[config.mk]
export PLATFORM = sky130hd
export DESIGN_NAME = fft_stream_harness_flat
export DESIGN_NICKNAME = d
export VERILOG_FILES = /design/src/rtl/fft_stream_harness_if.sv /design/src/rtl/fft_stream_harness.sv /design/src/flat_wrapper.sv
export SDC_FILE = /design/constraint.sdc
export NUM_CORES = 2
export LEC_CHECK = 0
export CAP_MARGIN = 40
export CORE_ASPECT_RATIO = 2
export CORE_MARGIN = 5
export CORE_UTILIZATION = 45
export CTS_BUF_LIST = sky130_fd_sc_hd__clkbuf_4 sky130_fd_sc_hd__clkbuf_8
export DETAILED_ROUTE_END_ITERATION = 10
export PLACE_DENSITY = 0.68
export SLEW_MARGIN = 10
export SYNTH_ARGS = -nofsm -noshare
export SYNTH_HDL_FRONTEND = slang
export SYNTH_SLANG_ARGS = --single-unit
[constraint.sdc]
create_clock -name clock -period 11.9 [get_ports clock]
set_input_delay 2.38 -clock clock [delete_from_list [all_inputs] [get_ports clock]]
set_output_delay 2.38 -clock clock [all_outputs]
set_load 0.05 [all_outputs]
[src/rtl/fft_stream_harness_if.sv]
// Host/FFT-side bundle of the stream harness: stimulus load, run control,
// FFT input/output streams, capture readback and status.
interface fft_stream_harness_if #(
  parameter int WIDTH = 16,
  parameter int LOG2N = 6
);
  logic             ld_en;
  logic [LOG2N-1:0] ld_addr;
  logic [WIDTH-1:0] ld_re;
  logic [WIDTH-1:0] ld_im;
  logic             start;
  logic [7:0]       frames;
  logic [7:0]       gap_len;
  logic             di_en;
  logic [WIDTH-1:0] di_re;
  logic [WIDTH-1:0] di_im;
  logic             do_en;
  logic [WIDTH-1:0] do_re;
  logic [WIDTH-1:0] do_im;
  logic [LOG2N-1:0] rd_addr;
  logic [WIDTH-1:0] rd_re;
  logic [WIDTH-1:0] rd_im;
  logic             busy;
  logic             done;
  logic             timeout;
  logic             overrun;
  logic [LOG2N+7:0] out_cnt;

  modport master (
    output ld_en, ld_addr, ld_re, ld_im, start, frames, gap_len,
           do_en, do_re, do_im, rd_addr,
    input  di_en, di_re, di_im, rd_re, rd_im,
           busy, done, timeout, overrun, out_cnt
  );

  modport slave (
    input  ld_en, ld_addr, ld_re, ld_im, start, frames, gap_len,
           do_en, do_re, do_im, rd_addr,
    output di_en, di_re, di_im, rd_re, rd_im,
           busy, done, timeout, overrun, out_cnt
  );
endinterface

[src/rtl/fft_stream_harness.sv]
// Replays a host-loaded N-point frame into an FFT input stream and captures
// the FFT output stream into a readback buffer, with done/timeout/overrun.
module fft_stream_harness #(
  parameter int WIDTH     = 16,
  parameter int LOG2N     = 6,
  parameter int TO_CYCLES = 4096
) (
  input  logic                 clock,
  input  logic                 reset,
  fft_stream_harness_if.slave  bus
);
  localparam int N  = 1 << LOG2N;
  localparam int CW = LOG2N + 8;
  localparam int TW = (TO_CYCLES > 1) ? $clog2(TO_CYCLES) : 1;

  localparam logic [2:0] S_IDLE  = 3'd0;
  localparam logic [2:0] S_PLAY  = 3'd1;
  localparam logic [2:0] S_GAP   = 3'd2;
  localparam logic [2:0] S_DRAIN = 3'd3;
  localparam logic [2:0] S_DONE  = 3'd4;

  logic [2:0]       state_q, state_d;
  logic [LOG2N-1:0] ptr_q, ptr_d;
  logic [7:0]       frame_q, frame_d, frames_q, frames_d;
  logic [7:0]       gap_len_q, gap_len_d, gap_cnt_q, gap_cnt_d;
  logic [TW-1:0]    to_cnt_q, to_cnt_d;
  logic [CW-1:0]    out_cnt_q, out_cnt_d, total;
  logic             di_en_q, di_en_d, busy_q, busy_d, done_q, done_d;
  logic             timeout_q, timeout_d, overrun_q, overrun_d;
  logic [WIDTH-1:0] di_re_q, di_re_d, di_im_q, di_im_d, rd_re_q, rd_im_q;
  logic             stim_we, cap_we, arm;

  logic [WIDTH-1:0] stim_re [N];
  logic [WIDTH-1:0] stim_im [N];
  logic [WIDTH-1:0] cap_re  [N];
  logic [WIDTH-1:0] cap_im  [N];

  assign total = {frames_q, {LOG2N{1'b0}}};
  assign arm   = bus.start && !bus.ld_en && (bus.frames != 8'd0);

  always_comb begin
    // NOTE: every _d defaults to its _q first so no path through this block can infer a latch.
    state_d   = state_q;
    ptr_d     = ptr_q;
    frame_d   = frame_q;
    frames_d  = frames_q;
    gap_len_d = gap_len_q;
    gap_cnt_d = gap_cnt_q;
    to_cnt_d  = to_cnt_q;
    out_cnt_d = out_cnt_q;
    busy_d    = busy_q;
    done_d    = done_q;
    timeout_d = timeout_q;
    overrun_d = overrun_q;
    stim_we   = 1'b0;
    cap_we    = 1'b0;
    di_en_d   = (state_q == S_PLAY);
    di_re_d   = di_en_d ? stim_re[ptr_q] : di_re_q;
    di_im_d   = di_en_d ? stim_im[ptr_q] : di_im_q;

    case (state_q)
      S_IDLE, S_DONE: begin
        stim_we = bus.ld_en;
        if (state_q == S_DONE && bus.do_en) overrun_d = 1'b1;
        if (arm) begin
          state_d   = S_PLAY;
          ptr_d     = '0;
          frame_d   = 8'd0;
          frames_d  = bus.frames;
          gap_len_d = bus.gap_len;
          to_cnt_d  = '0;
          out_cnt_d = '0;
          busy_d    = 1'b1;
          done_d    = 1'b0;
          timeout_d = 1'b0;
          overrun_d = 1'b0;
        end
      end
      S_PLAY, S_GAP, S_DRAIN: begin
        if (state_q == S_PLAY) begin
          ptr_d = ptr_q + LOG2N'(1);
          if (ptr_q == LOG2N'(N - 1)) begin
            frame_d = frame_q + 8'd1;
            if (frame_q == frames_q - 8'd1) begin
              state_d = S_DRAIN;
            end else if (gap_len_q != 8'd0) begin
              state_d   = S_GAP;
              gap_cnt_d = gap_len_q - 8'd1;
            end
          end
        end else if (state_q == S_GAP) begin
          if (gap_cnt_q == 8'd0) state_d = S_PLAY;
          else                   gap_cnt_d = gap_cnt_q - 8'd1;
        end

        // Any do_en restarts the idle timer, even on the cycle it would expire.
        if (bus.do_en) begin
          to_cnt_d = '0;
          if (out_cnt_q != total) begin
            cap_we    = 1'b1;
            out_cnt_d = out_cnt_q + CW'(1);
          end
        end else begin
          to_cnt_d = to_cnt_q + TW'(1);
        end

        if (state_q == S_DRAIN && out_cnt_d == total) begin
          state_d = S_DONE;
          done_d  = 1'b1;
          busy_d  = 1'b0;
        end else if (!bus.do_en && to_cnt_q == TW'(TO_CYCLES - 1)) begin
          state_d   = S_DONE;
          timeout_d = 1'b1;
          busy_d    = 1'b0;
        end
      end
      default: state_d = S_IDLE;
    endcase
  end

  always_ff @(posedge clock) begin
    if (reset) begin
      state_q   <= S_IDLE;
      ptr_q     <= '0;
      frame_q   <= 8'd0;
      frames_q  <= 8'd0;
      gap_len_q <= 8'd0;
      gap_cnt_q <= 8'd0;
      to_cnt_q  <= '0;
      out_cnt_q <= '0;
      di_en_q   <= 1'b0;
      di_re_q   <= '0;
      di_im_q   <= '0;
      rd_re_q   <= '0;
      rd_im_q   <= '0;
      busy_q    <= 1'b0;
      done_q    <= 1'b0;
      timeout_q <= 1'b0;
      overrun_q <= 1'b0;
    end else begin
      state_q   <= state_d;
      ptr_q     <= ptr_d;
      frame_q   <= frame_d;
      frames_q  <= frames_d;
      gap_len_q <= gap_len_d;
      gap_cnt_q <= gap_cnt_d;
      to_cnt_q  <= to_cnt_d;
      out_cnt_q <= out_cnt_d;
      di_en_q   <= di_en_d;
      di_re_q   <= di_re_d;
      di_im_q   <= di_im_d;
      rd_re_q   <= cap_re[bus.rd_addr];
      rd_im_q   <= cap_im[bus.rd_addr];
      busy_q    <= busy_d;
      done_q    <= done_d;
      timeout_q <= timeout_d;
      overrun_q <= overrun_d;
    end
  end

  // NOTE: the buffers are deliberately left out of reset; their contents survive a reset.
  always_ff @(posedge clock) begin
    if (stim_we) begin
      stim_re[bus.ld_addr] <= bus.ld_re;
      stim_im[bus.ld_addr] <= bus.ld_im;
    end
    if (cap_we) begin
      cap_re[out_cnt_q[LOG2N-1:0]] <= bus.do_re;
      cap_im[out_cnt_q[LOG2N-1:0]] <= bus.do_im;
    end
  end

  assign bus.di_en   = di_en_q;
  assign bus.di_re   = di_re_q;
  assign bus.di_im   = di_im_q;
  assign bus.rd_re   = rd_re_q;
  assign bus.rd_im   = rd_im_q;
  assign bus.busy    = busy_q;
  assign bus.done    = done_q;
  assign bus.timeout = timeout_q;
  assign bus.overrun = overrun_q;
  assign bus.out_cnt = out_cnt_q;
endmodule

[src/flat_wrapper.sv]
// flat-port wrapper written by rule: the top's interface ports become plain ports
module fft_stream_harness_flat 
#(
  parameter int WIDTH     = 16,
  parameter int LOG2N     = 6,
  parameter int TO_CYCLES = 4096
)
  (clock, reset, bus_ld_en, bus_ld_addr, bus_ld_re, bus_ld_im, bus_start, bus_frames, bus_gap_len, bus_do_en, bus_do_re, bus_do_im, bus_rd_addr, bus_di_en, bus_di_re, bus_di_im, bus_rd_re, bus_rd_im, bus_busy, bus_done, bus_timeout, bus_overrun, bus_out_cnt);
  fft_stream_harness_if #(.WIDTH(WIDTH), .LOG2N(LOG2N)) bus_i ();
  input  logic clock;
  input  logic reset;
  input wire logic [$bits(bus_i.ld_en)-1:0] bus_ld_en;
  input wire logic [$bits(bus_i.ld_addr)-1:0] bus_ld_addr;
  input wire logic [$bits(bus_i.ld_re)-1:0] bus_ld_re;
  input wire logic [$bits(bus_i.ld_im)-1:0] bus_ld_im;
  input wire logic [$bits(bus_i.start)-1:0] bus_start;
  input wire logic [$bits(bus_i.frames)-1:0] bus_frames;
  input wire logic [$bits(bus_i.gap_len)-1:0] bus_gap_len;
  input wire logic [$bits(bus_i.do_en)-1:0] bus_do_en;
  input wire logic [$bits(bus_i.do_re)-1:0] bus_do_re;
  input wire logic [$bits(bus_i.do_im)-1:0] bus_do_im;
  input wire logic [$bits(bus_i.rd_addr)-1:0] bus_rd_addr;
  output wire logic [$bits(bus_i.di_en)-1:0] bus_di_en;
  output wire logic [$bits(bus_i.di_re)-1:0] bus_di_re;
  output wire logic [$bits(bus_i.di_im)-1:0] bus_di_im;
  output wire logic [$bits(bus_i.rd_re)-1:0] bus_rd_re;
  output wire logic [$bits(bus_i.rd_im)-1:0] bus_rd_im;
  output wire logic [$bits(bus_i.busy)-1:0] bus_busy;
  output wire logic [$bits(bus_i.done)-1:0] bus_done;
  output wire logic [$bits(bus_i.timeout)-1:0] bus_timeout;
  output wire logic [$bits(bus_i.overrun)-1:0] bus_overrun;
  output wire logic [$bits(bus_i.out_cnt)-1:0] bus_out_cnt;
  assign bus_i.ld_en = bus_ld_en;
  assign bus_i.ld_addr = bus_ld_addr;
  assign bus_i.ld_re = bus_ld_re;
  assign bus_i.ld_im = bus_ld_im;
  assign bus_i.start = bus_start;
  assign bus_i.frames = bus_frames;
  assign bus_i.gap_len = bus_gap_len;
  assign bus_i.do_en = bus_do_en;
  assign bus_i.do_re = bus_do_re;
  assign bus_i.do_im = bus_do_im;
  assign bus_i.rd_addr = bus_rd_addr;
  assign bus_di_en = bus_i.di_en;
  assign bus_di_re = bus_i.di_re;
  assign bus_di_im = bus_i.di_im;
  assign bus_rd_re = bus_i.rd_re;
  assign bus_rd_im = bus_i.rd_im;
  assign bus_busy = bus_i.busy;
  assign bus_done = bus_i.done;
  assign bus_timeout = bus_i.timeout;
  assign bus_overrun = bus_i.overrun;
  assign bus_out_cnt = bus_i.out_cnt;
  fft_stream_harness #(.WIDTH(WIDTH), .LOG2N(LOG2N), .TO_CYCLES(TO_CYCLES)) u_core (.clock(clock), .reset(reset), .bus(bus_i));
endmodule
==> results.ini <==
[status]
outcome = complete, but fails checks
violations = DRC

[routing]
drtIter0Drc = 7529
viasPerCell = 6.087
drc = 4
dr.pass1.iters = 9
drtAntennaViolNets = 0
vias = 77378
routedWlPerCell_um = 32.93
wl_um = 418700

[run]
maxCapViolations = 0

[global_routing]
grt_pass1_wl_um = 593800
grt_pass1_vias = 80892
gr-usage-all-layers = 0.2253
grt_overflow = 0
antenna_found_initial = 30
grt_max_degree = 120

[synth]
ys_ff_latch = 4232
synthFlopType = edfxtp_1
synth_cell_types = 63
yosys-top-cells-count = 4096 x edfxtp_1, 1158 x mux4_2, 251 x clkbuf_1
synth.net_count = 7034
synth_seq_area_share = 0.7824
yosysTopAreaCellShare = 0.7655
yosys_warnings = 0
async_flop_share = 0
synth_area_leader_cell = edfxtp_1
avgSynthCellArea_um2 = 23.19
synthesis.area_um2 = 160700
synth_cells = 6930
synth_top_cells_by_area = edfxtp_1 77%, mux4_2 16%, dfxtp_1 1.7%
yosysMostFrequentCell = edfxtp_1
synth_edf_count = 4096

[final_layout]
final_util = 0.5113
drive_gt1_frac = 0.3239
nets = 7682
syn2layout_area_growth_pct = 13.30

[placed_design]
pre_cts_ws_ns = 5.471
finalWeightedCongestion = 0.8879
dpl.hpwl_um = 258900
io_buffers = 179

[floorplanning]
die-area_um2 = 369800
io_pins = 180
initial_core_util = 0.4513
die_y_um = 855.1
die_w_um = 432.5
core_area_um2 = 356100
core.rowCount = 310

[power_and_ir_drop]
leakage_uw = 0.05572
ir_drop_uv = 139.2
power.density_nw_per_um2 = 158.9

[sta]
period_share = 0.4447
min_period_ns = 5.292
max_freq_mhz = 189.0
fin_setup_tns_ns = 0
max_slew_margin = 0.2614
worst_slack_ns = 6.608
finClkSkew_ns = 0.09646
rsz0062_at_grt = false
drv_slew = 0
setup_viol = 0
worst_pin_slew_ns = 1.108
fin_hold_ws_ns = 0.4652
final-hold-violation-count = 0

[critical_path]
crit_slowest_cell = clkdlybuf4s50_1
required_ns = 12.54
path_cells = clkdlybuf4s50_1 -> o31ai_4 -> nor3_1 -> nand2_1 -> nor2_4 -> buf_4
cp_max_fo = 19
critPathArrivalTime_ns = 5.93
rrSetupSlack_ns = 6.78
crit_family = simple AND/OR/NAND/NOR gates
end_kind = flop
setup.worst_path.class = in2reg
cp-start-kind = primary input
max_stage_delay_ns = 0.90
crit_buf_inv = 2

[clocking]
cts_buffers = 580
postCtsSetupRepairBufs = 0
clk_path_buf_depth = 4
clk_latency_ns = 1.06
cts_resized = 0
htree_levels = 6
cts-hold-fix-buffers = 0
numClockSinks = 4232
cts_root_buffer = clkbuf_8
clk_pin_slew_worst_paths_ns = 0.07
cts_tree = yes

[min_path]
hp-class = reg2reg

-- power by group --
part           total, uW  internal (uW)  switching (uW)
clock network      11000           5730            5320
registers          16400          16400            42.6
logic               1460            571             893
-- through the flow --
step / total power (uW) / cell area, um^2 / std cells
after floorplan: 17530 / 160700 / 6930
after global placement: 18140 / 169200 / 11602
after detailed placement: 18210 / 170400 / 11664
after CTS: 29150 / 181800 / 12687
after global routing: 29900 / 182000 / 12705
final: 28930 / 182000 / 12712
-- worst paths after layout --
check	from	end	depth (start not counted)
hold / removal	u_core.bus.di_re[8]	u_core.bus.di_re[8]	2
setup / recovery	bus_do_en	u_core.cap_re[42][8]	6
setup reg to reg	u_core.ptr_q[1]	u_core.bus.di_re[10]	9
hold reg to reg	u_core.bus.di_re[8]	u_core.bus.di_re[8]	2
-- registers in the layout, indices dropped and copies added, names as in the netlist --
signal	cells
u_core.gap_len_q	8
u_core.cap_im	1024
u_core.stim_re	1024
u_core.frames_q	8
u_core.gap_cnt_q	8
u_core.bus.timeout	1
u_core.stim_im	1024
u_core.bus.out_cnt	14
u_core.bus.di_re	16
u_core.bus.done	1
u_core.state_q	3
u_core.ptr_q	6
u_core.bus.di_im	16
u_core.bus.rd_re	16
u_core.bus.overrun	1
u_core.to_cnt_q	12
u_core.frame_q	8
u_core.bus.rd_im	16
u_core.bus.busy	1
u_core.cap_re	1024
u_core.bus.di_en	1
-- cell type report --
cell class                 instances  area (um^2)
clock buffer                     811         9961
inverter                           9        33.78
tap                             4680         5856
multi-input combinational       2288        34350
timing repair buffer             467         4656
sequential                      4232       125700
fill                           27369       174000
antenna                           13        32.53
clock inverter                   212         1435
-- cell families after synthesis --
kind of cell    Yosys count  share of synthesized area
flops                  4232                     0.7824
mux                    1238                     0.1673
compound gates          512                    0.02342
simple gates            493                    0.01423
buf+inv                 410                   0.009998
xor+xnor                 38                   0.002071
fa+ha+maj                 7                  0.0005451
-- worst reg2reg max path, stage by stage (launching register included) --
cell,delay [ns]
dfxtp_4,0.73
buf_12,0.53
buf_4,0.89
buf_4,0.71
mux4_2,0.52
a22o_1,0.28
a221oi_1,0.47
o22ai_1,0.17
o21ai_0,0.45
a21oi_1,0.13
-- cell usage in the layout, fill, tap and decap left out, types with 10 or more instances in the layout --
cell type / instances
edfxtp_1: 4096
mux4_2: 1158
clkbuf_8: 619
buf_4: 210
clkbuf_4: 192
dfxtp_1: 134
nor2_4: 128
a221oi_1: 123
nand2_1: 117
a22o_1: 112
clkdlybuf4s50_1: 108
clkinv_1: 98
o22ai_1: 93
mux2i_1: 79
nor2_1: 73
a21oi_1: 70
buf_2: 69
clkinv_2: 59
o21ai_0: 48
buf_12: 46
nand3_1: 33
nor3_1: 26
xor2_1: 23
clkinvlp_4: 20
buf_16: 18
nand4_1: 17
xnor2_1: 15
buf_8: 15
bufinv_16: 14
diode_2: 13
inv_6: 12
nor2b_1: 11
and3_1: 10
or3_1: 10
a211oi_1: 10
-- routing by layer --
layer | vias to the layer above | track usage | routed length, um
li1 | 31157 | - | -
met1 | 41281 | 0.2443 | 133700
met2 | 3908 | 0.4162 | 229700
met3 | 1020 | 0.04055 | 29000
met4 | 12 | 0.1208 | 26160
met5 | - | 0 | 78
Power figures use the tool's default switching activity.
